## src/rtl/slurm_core_if.sv

```systemverilog
// ============================================================================
// Module   : slurm_core_if
// Purpose  : Word-addressed single-port memory bus between the core and memory.
// Revision : 1.0  initial release
// ============================================================================
`default_nettype none

interface slurm_core_if #(
    parameter int BITS = 16
);
    logic            mem_req;
    logic            mem_we;
    logic [BITS-1:0] mem_addr;
    logic [BITS-1:0] mem_wdata;
    logic [BITS-1:0] mem_rdata;
    logic            mem_ready;

    modport master (
        output mem_req,
        output mem_we,
        output mem_addr,
        output mem_wdata,
        input  mem_rdata,
        input  mem_ready
    );

    modport slave (
        input  mem_req,
        input  mem_we,
        input  mem_addr,
        input  mem_wdata,
        output mem_rdata,
        output mem_ready
    );
endinterface

`default_nettype wire

```

## src/rtl/slurm_core.sv

```systemverilog
// ============================================================================
// Module   : slurm_core
// Purpose  : Multicycle 16-bit-instruction core (FETCH/EXEC/MEM/HALT).
// Revision : 1.0  initial release
// ============================================================================
`default_nettype none

module slurm_core #(
    parameter int          BITS     = 16,
    parameter int          REG_BITS = 3,
    parameter logic [31:0] RESET_PC = 32'd0
) (
    input  wire logic        CLK,
    input  wire logic        RST,
    slurm_core_if.master     bus,
    output logic             halted,
    output logic [2:0]       flags
);
    localparam int NREGS = 2 ** REG_BITS;

    localparam logic [3:0] c_OP_MOVI = 4'h1;
    localparam logic [3:0] c_OP_ADD  = 4'h2;
    localparam logic [3:0] c_OP_SUB  = 4'h3;
    localparam logic [3:0] c_OP_AND  = 4'h4;
    localparam logic [3:0] c_OP_OR   = 4'h5;
    localparam logic [3:0] c_OP_XOR  = 4'h6;
    localparam logic [3:0] c_OP_LD   = 4'h7;
    localparam logic [3:0] c_OP_ST   = 4'h8;
    localparam logic [3:0] c_OP_BZ   = 4'h9;
    localparam logic [3:0] c_OP_JMP  = 4'hA;
    localparam logic [3:0] c_OP_HALT = 4'hB;

    localparam logic [BITS-1:0] c_ONE      = {{(BITS-1){1'b0}}, 1'b1};
    localparam logic [BITS-1:0] c_RESET_PC = RESET_PC[BITS-1:0];

    typedef enum logic [1:0] {
        S_FETCH = 2'd0,
        S_EXEC  = 2'd1,
        S_MEM   = 2'd2,
        S_HALT  = 2'd3
    } state_t;

    state_t            state_q;
    logic [BITS-1:0]   pc_q;
    logic [15:0]       ir_q;
    logic [BITS-1:0]   regs_q [NREGS];
    logic [2:0]        flags_q;
    logic              halted_q;
    logic              mem_req_q;
    logic              mem_we_q;
    logic [BITS-1:0]   mem_addr_q;
    logic [BITS-1:0]   mem_wdata_q;

    logic [3:0]          op;
    logic [REG_BITS-1:0] rd_idx;
    logic [REG_BITS-1:0] ra_idx;
    logic [REG_BITS-1:0] rb_idx;
    logic [BITS-1:0]     opa;
    logic [BITS-1:0]     opb;
    logic [BITS-1:0]     opd;
    logic [BITS-1:0]     imm_sext;
    logic [BITS-1:0]     res_d;
    logic                carry_d;
    logic [BITS-1:0]     pc_d;
    logic                w_unused_ir;

    assign op       = ir_q[15:12];
    assign rd_idx   = ir_q[8 +: REG_BITS];
    assign ra_idx   = ir_q[4 +: REG_BITS];
    assign rb_idx   = ir_q[0 +: REG_BITS];
    assign opa      = regs_q[ra_idx];
    assign opb      = regs_q[rb_idx];
    assign opd      = regs_q[rd_idx];
    assign imm_sext = {{(BITS-8){ir_q[7]}}, ir_q[7:0]};
    assign w_unused_ir = &{1'b0, ir_q};

    // SUB borrow falls out of the (BITS+1)-bit difference: top bit set iff opa < opb.
    always_comb begin
        res_d   = '0;
        carry_d = 1'b0;
        case (op)
            c_OP_ADD: {carry_d, res_d} = {1'b0, opa} + {1'b0, opb};
            c_OP_SUB: {carry_d, res_d} = {1'b0, opa} - {1'b0, opb};
            c_OP_AND: res_d = opa & opb;
            c_OP_OR:  res_d = opa | opb;
            c_OP_XOR: res_d = opa ^ opb;
            default:  res_d = '0;
        endcase
    end

    always_comb begin
        pc_d = pc_q;
        if (op == c_OP_BZ && flags_q[1]) begin
            pc_d = pc_q + imm_sext;
        end else if (op == c_OP_JMP) begin
            pc_d = opa;
        end
    end

    always_ff @(posedge CLK) begin
        if (RST) begin
            state_q     <= S_FETCH;
            pc_q        <= c_RESET_PC;
            ir_q        <= '0;
            flags_q     <= 3'b000;
            halted_q    <= 1'b0;
            mem_req_q   <= 1'b1;
            mem_we_q    <= 1'b0;
            mem_addr_q  <= c_RESET_PC;
            mem_wdata_q <= '0;
            for (int i = 0; i < NREGS; i++) begin
                regs_q[i] <= '0;
            end
        end else begin
            case (state_q)
                S_FETCH: begin
                    if (bus.mem_ready) begin
                        ir_q      <= bus.mem_rdata[15:0];
                        pc_q      <= pc_q + c_ONE;
                        mem_req_q <= 1'b0;
                        state_q   <= S_EXEC;
                    end
                end
                S_EXEC: begin
                    state_q    <= S_FETCH;
                    mem_req_q  <= 1'b1;
                    mem_we_q   <= 1'b0;
                    mem_addr_q <= pc_d;
                    pc_q       <= pc_d;
                    case (op)
                        c_OP_MOVI: regs_q[rd_idx] <= imm_sext;
                        c_OP_ADD, c_OP_SUB, c_OP_AND, c_OP_OR, c_OP_XOR: begin
                            regs_q[rd_idx] <= res_d;
                            flags_q        <= {res_d[BITS-1], (res_d == '0), carry_d};
                        end
                        c_OP_LD, c_OP_ST: begin
                            state_q     <= S_MEM;
                            mem_we_q    <= (op == c_OP_ST);
                            mem_addr_q  <= opa;
                            mem_wdata_q <= opd;
                        end
                        c_OP_HALT: begin
                            state_q   <= S_HALT;
                            mem_req_q <= 1'b0;
                            halted_q  <= 1'b1;
                        end
                        default: ;
                    endcase
                end
                S_MEM: begin
                    if (bus.mem_ready) begin
                        if (!mem_we_q) begin
                            regs_q[rd_idx] <= bus.mem_rdata;
                        end
                        state_q    <= S_FETCH;
                        mem_req_q  <= 1'b1;
                        mem_we_q   <= 1'b0;
                        mem_addr_q <= pc_q;
                    end
                end
                S_HALT: begin
                    mem_req_q <= 1'b0;
                    halted_q  <= 1'b1;
                end
                default: state_q <= S_FETCH;
            endcase
        end
    end

    assign bus.mem_req   = mem_req_q;
    assign bus.mem_we    = mem_we_q;
    assign bus.mem_addr  = mem_addr_q;
    assign bus.mem_wdata = mem_wdata_q;
    assign halted        = halted_q;
    assign flags         = flags_q;
endmodule

`default_nettype wire

```

## src/flat_wrapper.sv

```systemverilog
// flat-port wrapper written by rule: the top's interface ports become plain ports
module slurm_core_flat 
#(
    parameter int          BITS     = 16,
    parameter int          REG_BITS = 3,
    parameter logic [31:0] RESET_PC = 32'd0
)
  (CLK, RST, halted, flags, bus_mem_req, bus_mem_we, bus_mem_addr, bus_mem_wdata, bus_mem_rdata, bus_mem_ready);
  slurm_core_if #(.BITS(BITS)) bus_i ();
  input  wire logic CLK;
  input  wire logic RST;
  output logic halted;
  output logic [2:0] flags;
  output wire logic [$bits(bus_i.mem_req)-1:0] bus_mem_req;
  output wire logic [$bits(bus_i.mem_we)-1:0] bus_mem_we;
  output wire logic [$bits(bus_i.mem_addr)-1:0] bus_mem_addr;
  output wire logic [$bits(bus_i.mem_wdata)-1:0] bus_mem_wdata;
  input wire logic [$bits(bus_i.mem_rdata)-1:0] bus_mem_rdata;
  input wire logic [$bits(bus_i.mem_ready)-1:0] bus_mem_ready;
  assign bus_mem_req = bus_i.mem_req;
  assign bus_mem_we = bus_i.mem_we;
  assign bus_mem_addr = bus_i.mem_addr;
  assign bus_mem_wdata = bus_i.mem_wdata;
  assign bus_i.mem_rdata = bus_mem_rdata;
  assign bus_i.mem_ready = bus_mem_ready;
  slurm_core #(.BITS(BITS), .REG_BITS(REG_BITS), .RESET_PC(RESET_PC)) u_core (.CLK(CLK), .RST(RST), .bus(bus_i), .halted(halted), .flags(flags));
endmodule
```

## config.mk

```make
export PLATFORM = sky130hd
export DESIGN_NAME = slurm_core_flat
export DESIGN_NICKNAME = d
export VERILOG_FILES = /design/src/rtl/slurm_core_if.sv /design/src/rtl/slurm_core.sv /design/src/flat_wrapper.sv
export SDC_FILE = /design/constraint.sdc
export NUM_CORES = 1
export LEC_CHECK = 0
export CORE_UTILIZATION = 33
export DETAILED_ROUTE_END_ITERATION = 6
export MAX_ROUTING_LAYER = met4
export SYNTH_ARGS = -nofsm -noshare
export SYNTH_HDL_FRONTEND = slang
export SYNTH_SLANG_ARGS = --single-unit
```

## constraint.sdc

```tcl
create_clock -name CLK -period 8.7 [get_ports CLK]
set_input_delay 0.87 -clock CLK [delete_from_list [all_inputs] [get_ports CLK]]
set_output_delay 0.87 -clock CLK [all_outputs]
set_load 0.02 [all_outputs]
```

==> results_dict.tcl, run 1 <==
set metrics [dict create \
    setup_viol 0 \
    die-height_um 213.1 \
    mostFrequentLayoutCells "264 x nor2_1, 128 x edfxtp_1, 111 x nand2_1" \
    setup-tns-final_ns 0 \
    busiest_layer "met2" \
    wire_per_inst_um 23.59 \
    clk_latency_ns 0.57 \
    avgSynthCellArea_um2 9.747 \
    grt_max_degree 40 \
    firstDrtPassIters 5 \
    utilization_pct 38.11 \
    layout_commonest_cell "nor2_1" \
    syn_area_mm2 0.01471 \
    cts_tree "done" \
    place_congestion 0.9505 \
    p_per_area_mw_per_mm2 177.0 \
    row_count 76 \
    ctsLongestPathBuffers 3 \
    synth_edf_count 128 \
    synth_flop_cell "edfxtp_1" \
    area_delta_synth_final_pct 12.86 \
    relSlewSlack_pct 11.61 \
    leakagePower_nw 5.730 \
    hpwlAfterDp_um 33960 \
    syn_inst 1509 \
    arrival_ns 6.29 \
    finalInstanceArea_mm2 0.01660 \
    cts_resized 0 \
    cp-end-kind "register" \
    synth_top_area_share_pct 26.13 \
    fin_skew_ns 0.03335 \
    startpoint_type "register" \
    hold_buffers 0 \
    grt_pass1_vias 11890 \
    slowest_stage "dfxtp_2" \
    viasPerCell 5.962 \
    drt_iter0_drc 1136 \
    die_x_um 213.1 \
    nets 1593 \
    worstMarginPinSlew_ns 1.289 \
    grt_setup_unrepaired "no" \
    maxCapViolations 0 \
    overflow 0 \
    final_antenna_net_count 0 \
    root_buffer "clkbuf_16" \
    cts_num_sinks 205 \
    start_util_pct 33.77 \
    synth-seq-cells 205 \
    post-cts-setup-buffers 0 \
    die_area_mm2 0.04542 \
    clk_pin_slew_ns 0.07 \
    io_pins 57 \
    hold_path.class "register to register" \
    min_period_ns 5.783 \
    synth_fp_nets 1599 \
    ir_drop_v 0.0001211 \
    wirelength_um 49680 \
    dpl_cell_area_mm2 0.01575 \
    cp_common_cell "o21ai_0" \
    antenna_cells 0 \
    met3_usage_pct 3.015 \
    cp_top_family "compound AO/OA/AOI/OAI gates" \
    grt_pass1_wl_um 73670 \
    layout-drive-gt1-share_pct 12.62 \
    period_share_pct 66.47 \
    path_cells "buf_4 > mux4_2 > mux2i_1 > inv_1 > fa_1 > nor2b_1 > o21ai_0 > a31oi_1 > nor2_1 > o21ai_0 > a222oi_1 > or4b_1 > or4_1 > o21ai_1" \
    cts_inserted_buffers 25 \
    critPathBufInv 2 \
    crit_fanout 17 \
    hold_viol 0 \
    use_met1_pct 28.33 \
    synthTopCellsByArea "edfxtp_1 26%, mux4_2 15%, dfxtp_1 10%" \
    yosysWarnings 0 \
    required_ns 9.21 \
    ys_seq_area_share_pct 36.61 \
    slew_viol_final 0 \
    hp-start "u_core.bus.mem_req" \
    h-tree-depth 1 \
    core_mm2 0.04355 \
    num_vias 12560 \
    fillerInstances 4367 \
    synth_top_area_cell "edfxtp_1" \
    status "finished, final reports clean" \
    portBuffers 56 \
    grt_use_total_pct 22.29 \
    crit_type "register to register" \
    ys_async_sr_fraction_pct 0 \
    ys_types 89 \
    antenna_found_initial 0 \
    drc 0 \
    met2_usage_pct 35.88 \
    max_stage_delay_ns 0.74 \
    fmax_mhz 172.9 \
]
==> metrics by stage <==
| stage | cells | power (mW) | setup slack, ns | hold WS (ns) |
|---|---|---|---|---|
| after floorplan | 1509 | 1.621 | 4.178 | 0.4540 |
| after global placement | 2061 | 1.838 | 3.178 | 0.4724 |
| after detailed placement | 2061 | 1.845 | 3.064 | 0.4673 |
| after CTS | 2106 | 2.942 | 3.074 | 0.4850 |
| after global routing | 2106 | 3.049 | 2.699 | 0.5137 |
| final | 2106 | 2.939 | 2.917 | 0.4805 |
==> synthesized netlist by cell type, drive strengths merged, types with 7 or more instances <==
| cell type | n |
|---|---|
| edfxtp | 128 |
| and3 | 11 |
| a2111oi | 7 |
| mux4 | 96 |
| nand2 | 111 |
| nor2 | 266 |
| o21bai | 7 |
| dfxtp | 77 |
| o21ai | 66 |
| o21a | 10 |
| nand3 | 19 |
| clkbuf | 79 |
| or3 | 9 |
| nand2b | 7 |
| a31oi | 10 |
| inv | 58 |
| mux2i | 50 |
| buf | 35 |
| nor3 | 43 |
| ha | 68 |
| o211ai | 19 |
| nor2b | 13 |
| a211oi | 58 |
| a21o | 14 |
| a21oi | 86 |
| a22oi | 13 |
==> cells by family (layout without fill, tap and decap cells) <==
group	Yosys count	after routing	synth area share (%)
flip-flops	205	205	36.61
AND/OR/NAND/NOR	531	531	16.22
AO/OA/AOI/OAI	373	373	17.41
buffers and inverters	173	185	4.806
XOR/XNOR	7	7	0.4169
adder cells (fa/ha/maj)	71	71	6.193
multiplexers	149	149	18.33
==> power by group <==
| part | internal (mW) | total, mW | switching (mW) |
|---|---|---|---|
| combinational | 0.272 | 0.735 | 0.463 |
| clock | 0.654 | 1.10 | 0.446 |
| sequential | 1.07 | 1.10 | 0.0317 |
==> sequential cells by signal (all words and copies together) (netlist names), named ones only <==
| name | cells |
|---|---|
| u_core.regs_q | 128 |
| u_core.bus.mem_addr | 16 |
| u_core.bus.mem_wdata | 16 |
| u_core.pc_q | 16 |
| u_core.ir_q | 15 |
| u_core.flags | 3 |
| u_core.state_q | 2 |
| u_core.bus.mem_req | 1 |
| u_core.bus.mem_we | 1 |
| u_core.halted | 1 |
==> routing by layer <==
| metal | vias up | part of all wire, % |
|---|---|---|
| li1 | 5679 | - |
| met1 | 6179 | 42 |
| met2 | 606 | 47 |
| met3 | 93 | 7.4 |
| met4 | 0 | 3.9 |
| met5 | - | 0 |
==> area by class of cell <==
cell class,count,area (um2),area share [%]
timing repair buffer,81,743.2,4.477
clock buffer,29,640.6,3.859
sequential,205,5389,32.46
multi-input combinational,1131,8665,52.20
inverter,59,221.5,1.334
tap,585,732.0,4.409
clock inverter,16,209.0,1.259
==> worst reg2reg max path: cells and delay by family (launching register included) <==
kind	cells	cell delay [ns]
buffers and inverters	2	0.68
adders and majority gates	1	0.50
and+or+nand+nor	4	1.26
DFF	1	0.74
muxes	2	1.15
AOI/OAI and AO/OA	5	1.42
==> final timing paths <==
kind / endpoint / slack (ns) / cells after the start
worst min register to register: u_core.bus.mem_req / 0.48 / 2
worst max-delay path: u_core.flags[1] / 2.92 / 14
worst max register to register: u_core.flags[1] / 2.92 / 14
worst min-delay path: u_core.bus.mem_req / 0.48 / 2
Note: power is estimated with default switching activity, not from simulation.
==> run 2: changes to the inputs <==
==> constraint.sdc (replaced) <==
create_clock -name CLK -period 5.75 [get_ports CLK]
set_input_delay 0.575 -clock CLK [delete_from_list [all_inputs] [get_ports CLK]]
set_output_delay 0.575 -clock CLK [all_outputs]
set_load 0.02 [all_outputs]
==> run 2 against run 1 <==
  * Total power rose by 46%
  * Clock power grew 35%
  * Sequential share of layout area fell by 0.33 points
  * Die area is the same
  * Non-clock buffer count is 36 higher
  * Utilization is 0.39 points higher
  * Routed wire length is 1.0% lower
  * Critical endpoint unchanged
  * Largest power group unchanged
==> results_dict.tcl, run 2 (synthesis results as in run 1) <==
set metrics [dict create \
    layout-drive-gt1-share_pct 14.55 \
    start_util_pct 33.77 \
    hold_depth 2 \
    cp-end-kind "register" \
    post-cts-setup-buffers 0 \
    overflow 0 \
    row_count 76 \
    hpwlAfterDp_um 35210 \
    grt_max_degree 49 \
    cts_inserted_buffers 23 \
    max_stage_delay_ns 0.54 \
    root_buffer "clkbuf_16" \
    required_ns 6.25 \
    hold_viol 0 \
    crit_fanout 30 \
    slew_viol_final 0 \
    status "finished, final reports clean" \
    leakagePower_nw 5.840 \
    fillerInstances 4368 \
    final_antenna_net_count 0 \
    grt_pass1_wl_um 74020 \
    nets 1627 \
    core_mm2 0.04355 \
    drc 0 \
    setup-tns-final_ns 0 \
    io_pins 57 \
    period_share_pct 87.76 \
    largest-register "u_core.regs_q" \
    drt_iter0_drc 1463 \
    h-tree-depth 1 \
    fmax_mhz 198.2 \
    crit_type "register to register" \
    r2r_cells 13 \
    viasPerCell 5.934 \
    clk_pin_slew_ns 0.07 \
    mostFrequentLayoutCells "264 x nor2_1, 128 x edfxtp_1, 111 x nand2_1" \
    arrival_ns 5.55 \
    wire_per_inst_um 23.00 \
    min_period_ns 5.046 \
    layout_commonest_cell "nor2_1" \
    worstMarginPinSlew_ns 1.042 \
    p_total_mw 4.285 \
    die-height_um 213.1 \
    final_cells 2138 \
    grt_pass1_vias 11930 \
    area_delta_synth_final_pct 14.03 \
    firstDrtPassIters 7 \
    portBuffers 56 \
    setup_viol 0 \
    cts_tree "done" \
    die_area_mm2 0.04542 \
    clk_latency_ns 0.56 \
    die_x_um 213.1 \
    dpl_cell_area_mm2 0.01603 \
    cts_num_sinks 205 \
    hold_path.class "register to register" \
    cts_resized 0 \
    relSlewSlack_pct 30.54 \
    grt_use_total_pct 22.27 \
    ctsLongestPathBuffers 3 \
    grt_setup_unrepaired "no" \
    path_cells "buf_12 > mux4_2 > mux2i_1 > ha_1 > nor2b_1 > o2111ai_1 > a21oi_1 > o221a_1 > nor3_1 > o211ai_1 > or4b_1 > or4_1 > o21ai_1" \
    slowest_stage "mux4_2" \
    wirelength_um 49160 \
    antenna_cells 0 \
    p_per_area_mw_per_mm2 255.5 \
    finalInstanceArea_mm2 0.01677 \
    startpoint_type "register" \
    fin_skew_ns 0.03095 \
    numPlacedInstances 2097 \
    largest_register_ffs 128 \
    num_vias 12690 \
    maxCapViolations 0 \
    place_congestion 0.9891 \
    hold_buffers 0 \
    whs_ns 0.4792 \
    antenna_found_initial 0 \
    ir_drop_v 0.0002424 \
]
run 2: final timing paths:
check | startpoint | to | slack (ns)
hold reg to reg | u_core.bus.mem_req | u_core.bus.mem_req | 0.48
hold / removal | u_core.bus.mem_req | u_core.bus.mem_req | 0.48
setup / recovery | register | u_core.flags[1] | 0.70
setup reg to reg | register | u_core.flags[1] | 0.70
run 2: per-stage QoR:
step	worst slack, ns	util, %
after global placement	0.8805	36.81
final	0.7036	38.51
after CTS	0.8310	38.51
after floorplan	1.228	-
after global routing	0.4771	38.51
after detailed placement	0.8366	36.81
run 2: power by group:
part           internal [mW]  switching [mW]  leakage [nW]
Clock                  0.830           0.654         0.359
Combinational          0.435           0.681          3.53
Sequential              1.62          0.0638          1.95
run 2: area by class of cell:
class | count | area (um2) | area share (%)
clock buffers | 24 | 579.3 | 3.454
clock inverters | 17 | 158.9 | 0.9475
inverters | 59 | 221.5 | 1.320
multi-input cells | 1131 | 8665 | 51.66
flip-flops and latches | 205 | 5389 | 32.13
well taps | 585 | 732.0 | 4.364
repair buffers | 117 | 1026 | 6.118
run 2: critical path, delay by kind of cell (launching register included):
| kind | cells | cell delay [ns] |
|---|---|---|
| muxes | 2 | 1.03 |
| and+or+nand+nor | 4 | 1.56 |
| AOI/OAI and AO/OA | 5 | 1.23 |
| adders and majority gates | 1 | 0.50 |
| DFF | 1 | 0.40 |
| buffers and inverters | 1 | 0.28 |
run 2: per-layer routing:
metal  vias up  wire, um  GRT usage (%)
li1       5768         -              -
met1      6297     20560          28.76
met2       510     23330          35.77
met3       111      3108          2.147
met4         0      2166          9.204
met5         -         0              -
==> run 3: changes to the inputs <==
--- a/config.mk
+++ b/config.mk
@@ -5,6 +5,7 @@
 export SDC_FILE = /design/constraint.sdc
 export NUM_CORES = 1
 export LEC_CHECK = 0
+export ABC_AREA = 1
 export CORE_UTILIZATION = 33
 export DETAILED_ROUTE_END_ITERATION = 6
 export MAX_ROUTING_LAYER = met4
==> run 3 against run 2 <==
  * Sequential share of layout area shrank 0.60 points
  * Clock skew decreased by 0.0027 ns
  * Sequential power barely moved
  * Global-route usage up 4.3 points
  * First-iteration DRC count is 34% higher
  * Combinational power is 44% higher
  * Flip-flop and latch count unchanged
  * Clock power is 9% higher
  * Die area up 3.5%
  * Hold slack got worse by 0.017 ns
  * Utilization down 0.91 points
  * Via count increased by 25%
  * Largest power group unchanged
==> results_dict.tcl, run 3 <==
set metrics [dict create \
    period_share_pct 82.84 \
    ir_drop_v 0.0002314 \
    largest_register_ffs 128 \
    setup_viol 0 \
    layout-drive-gt1-share_pct 5.994 \
    drt_iter0_drc 1957 \
    syn_area_mm2 0.01522 \
    cts_num_sinks 205 \
    hold_path.class "register to register" \
    mostFrequentLayoutCells "353 x o21ai_0, 344 x nand2_1, 325 x nor2_1" \
    numPlacedInstances 2773 \
    arrival_ns 5.04 \
    synth_flop_cell "edfxtp_1" \
    post-cts-setup-buffers 0 \
    antenna_cells 0 \
    relSlewSlack_pct 17.91 \
    final_cells 2819 \
    root_buffer "clkbuf_16" \
    synth-seq-cells 205 \
    wire_per_inst_um 21.92 \
    largest-register "u_core.regs_q" \
    p_per_area_mw_per_mm2 288.5 \
    h-tree-depth 1 \
    start_util_pct 33.48 \
    fin_skew_ns 0.02825 \
    clk_pin_slew_ns 0.06 \
    wirelength_um 61800 \
    crit_fanout 23 \
    avgSynthCellArea_um2 6.933 \
    viasPerCell 5.633 \
    r2r_cells 18 \
    crit_type "register to register" \
    overflow 0 \
    synth_fp_nets 2286 \
    cts_inserted_buffers 25 \
    grt_setup_unrepaired "no" \
    cp-end-kind "register" \
    yosysMostFrequentCell "o21ai_0" \
    required_ns 6.03 \
    endpoint "u_core.regs_q[0][5]" \
    cts_resized 0 \
    portBuffers 56 \
    hold_buffers 0 \
    grt_pass1_wl_um 91790 \
    final_antenna_net_count 0 \
    io_pins 57 \
    setup-tns-final_ns 0 \
    grt_pass1_vias 14640 \
    layout_commonest_cell "o21ai_0" \
    die-height_um 216.8 \
    row_count 78 \
    worstMarginPinSlew_ns 1.228 \
    fmax_mhz 209.9 \
    hold_viol 0 \
    die_area_mm2 0.04700 \
    antenna_found_initial 0 \
    place_congestion 1.005 \
    synth_edf_count 128 \
    nets 2290 \
    syn_inst 2196 \
    min_period_ns 4.763 \
    reg2reg_to "u_core.regs_q[0][5]" \
    synth_common_cells "353 x o21ai_0, 344 x nand2_1, 326 x nor2_1" \
    ys_seq_area_share_pct 35.37 \
    leakagePower_nw 6.954 \
    slew_viol_final 0 \
    status "finished, final reports clean" \
    ys_async_sr_fraction_pct 0 \
    yosysWarnings 0 \
    ctsLongestPathBuffers 3 \
    ys_types 53 \
    cts_tree "done" \
    synth_top_area_share_pct 25.25 \
    area_delta_synth_final_pct 12.31 \
    core_mm2 0.04548 \
    drc 0 \
    grt_max_degree 57 \
    clk_latency_ns 0.57 \
    die_x_um 216.8 \
    grt_use_total_pct 26.59 \
    num_vias 15880 \
    synth_top_area_cell "edfxtp_1" \
    fillerInstances 4894 \
    maxCapViolations 0 \
    hold_depth 2 \
    hpwlAfterDp_um 43500 \
    synthTopCellsByArea "edfxtp_1 25%, o21ai_0 12%, dfxtp_1 10%" \
    ff2ff_setup_slack_ns 0.99 \
    firstDrtPassIters 6 \
    startpoint_type "register" \
]
## run 3: changes by cell type in the layout (fill, tap and decap cells not counted), moves of 26 or more
cell	before	now
o21ai_0	60	353
nand2_1	111	344
inv_1	58	219
a21oi_1	85	223
mux4_2	96	0
nand3_1	19	111
nor2_1	264	325
a211oi_1	58	0
mux2i_1	50	0
nor3_1	41	14
buf_4	60	34
## run 3: cells by family (layout without fill, tap and decap cells)
kind of cell / Yosys count / count (layout) / synth area share (%)
adder cells (fa/ha/maj): 71 / 71 / 5.983
AND/OR/NAND/NOR: 860 / 860 / 23.73
flip-flops: 205 / 205 / 35.37
buffers and inverters: 349 / 372 / 9.410
XOR/XNOR: 16 / 16 / 0.9205
AO/OA/AOI/OAI: 695 / 695 / 24.58
## run 3: worst min path at each step
stage                                  from                       to  slack [ns]
finish               u_core.bus.mem_addr[6]   u_core.bus.mem_addr[6]        0.46
global route        u_core.bus.mem_addr[15]  u_core.bus.mem_addr[15]        0.48
CTS                  u_core.bus.mem_addr[6]   u_core.bus.mem_addr[6]        0.47
detailed placement   u_core.bus.mem_addr[6]   u_core.bus.mem_addr[6]        0.46
global placement     u_core.bus.mem_addr[8]   u_core.bus.mem_addr[8]        0.46
floorplan                   u_core.ir_q[10]          u_core.ir_q[10]        0.47
## run 3: layout make-up
| class | instances | area, um2 | area share, % |
|---|---|---|---|
| multi-input cells | 1642 | 8409 | 49.18 |
| flip-flops and latches | 205 | 5391 | 31.53 |
| inverters | 235 | 884.6 | 5.173 |
| repair buffers | 91 | 835.8 | 4.888 |
| well taps | 600 | 750.7 | 4.390 |
| clock buffers | 32 | 691.9 | 4.047 |
| clock inverters | 14 | 135.1 | 0.7903 |
## run 3: layer usage
| layer | vias up | part of all wire (%) | global-route usage, % | wire length (um) |
|---|---|---|---|---|
| met5 | - | 0 | - | 0 |
| met4 | 0 | 3.6 | 9.460 | 2252 |
| met3 | 119 | 8.8 | 3.284 | 5434 |
| met2 | 771 | 45 | 41.34 | 27730 |
| met1 | 7545 | 43 | 35.50 | 26380 |
| li1 | 7444 | - | - | - |
## run 3: stage by stage
step | setup WS, ns | area [um2] | power, mW | hold WS (ns) | util [%]
floorplan | 2.351 | 15220 | 2.756 | 0.4708 | -
global placement | 1.264 | 16270 | 3.295 | 0.4559 | 35.78
detailed placement | 1.193 | 16270 | 3.298 | 0.4563 | 35.78
CTS | 1.182 | 17100 | 4.905 | 0.4655 | 37.60
global route | 0.8000 | 17100 | 5.153 | 0.4849 | 37.60
finish | 0.9866 | 17100 | 4.934 | 0.4626 | 37.60
## run 3: worst max-delay path, stage by stage (launching register included)
cell,delay [ns]
dfxtp_2,0.43
clkinv_1,0.10
buf_4,0.30
nor2_1,0.06
o21ai_0,0.16
inv_1,0.05
o21ai_0,0.85
inv_1,0.33
ha_1,0.45
nand3_1,0.10
nand3_1,0.15
nand2_1,0.12
nand2_1,0.07
nand2_1,0.06
o21ai_0,0.11
nand2_1,0.08
nand3b_1,0.15
o21bai_1,0.71
a21oi_1,0.17
## run 3: report_power, final
part / internal, mW / switching [mW] / leakage (nW)
sequential: 1.63 / 0.0737 / 1.96
clock: 0.941 / 0.679 / 0.405
combinational: 0.463 / 1.15 / 4.59
total: 3.04 / 1.90 / 6.95
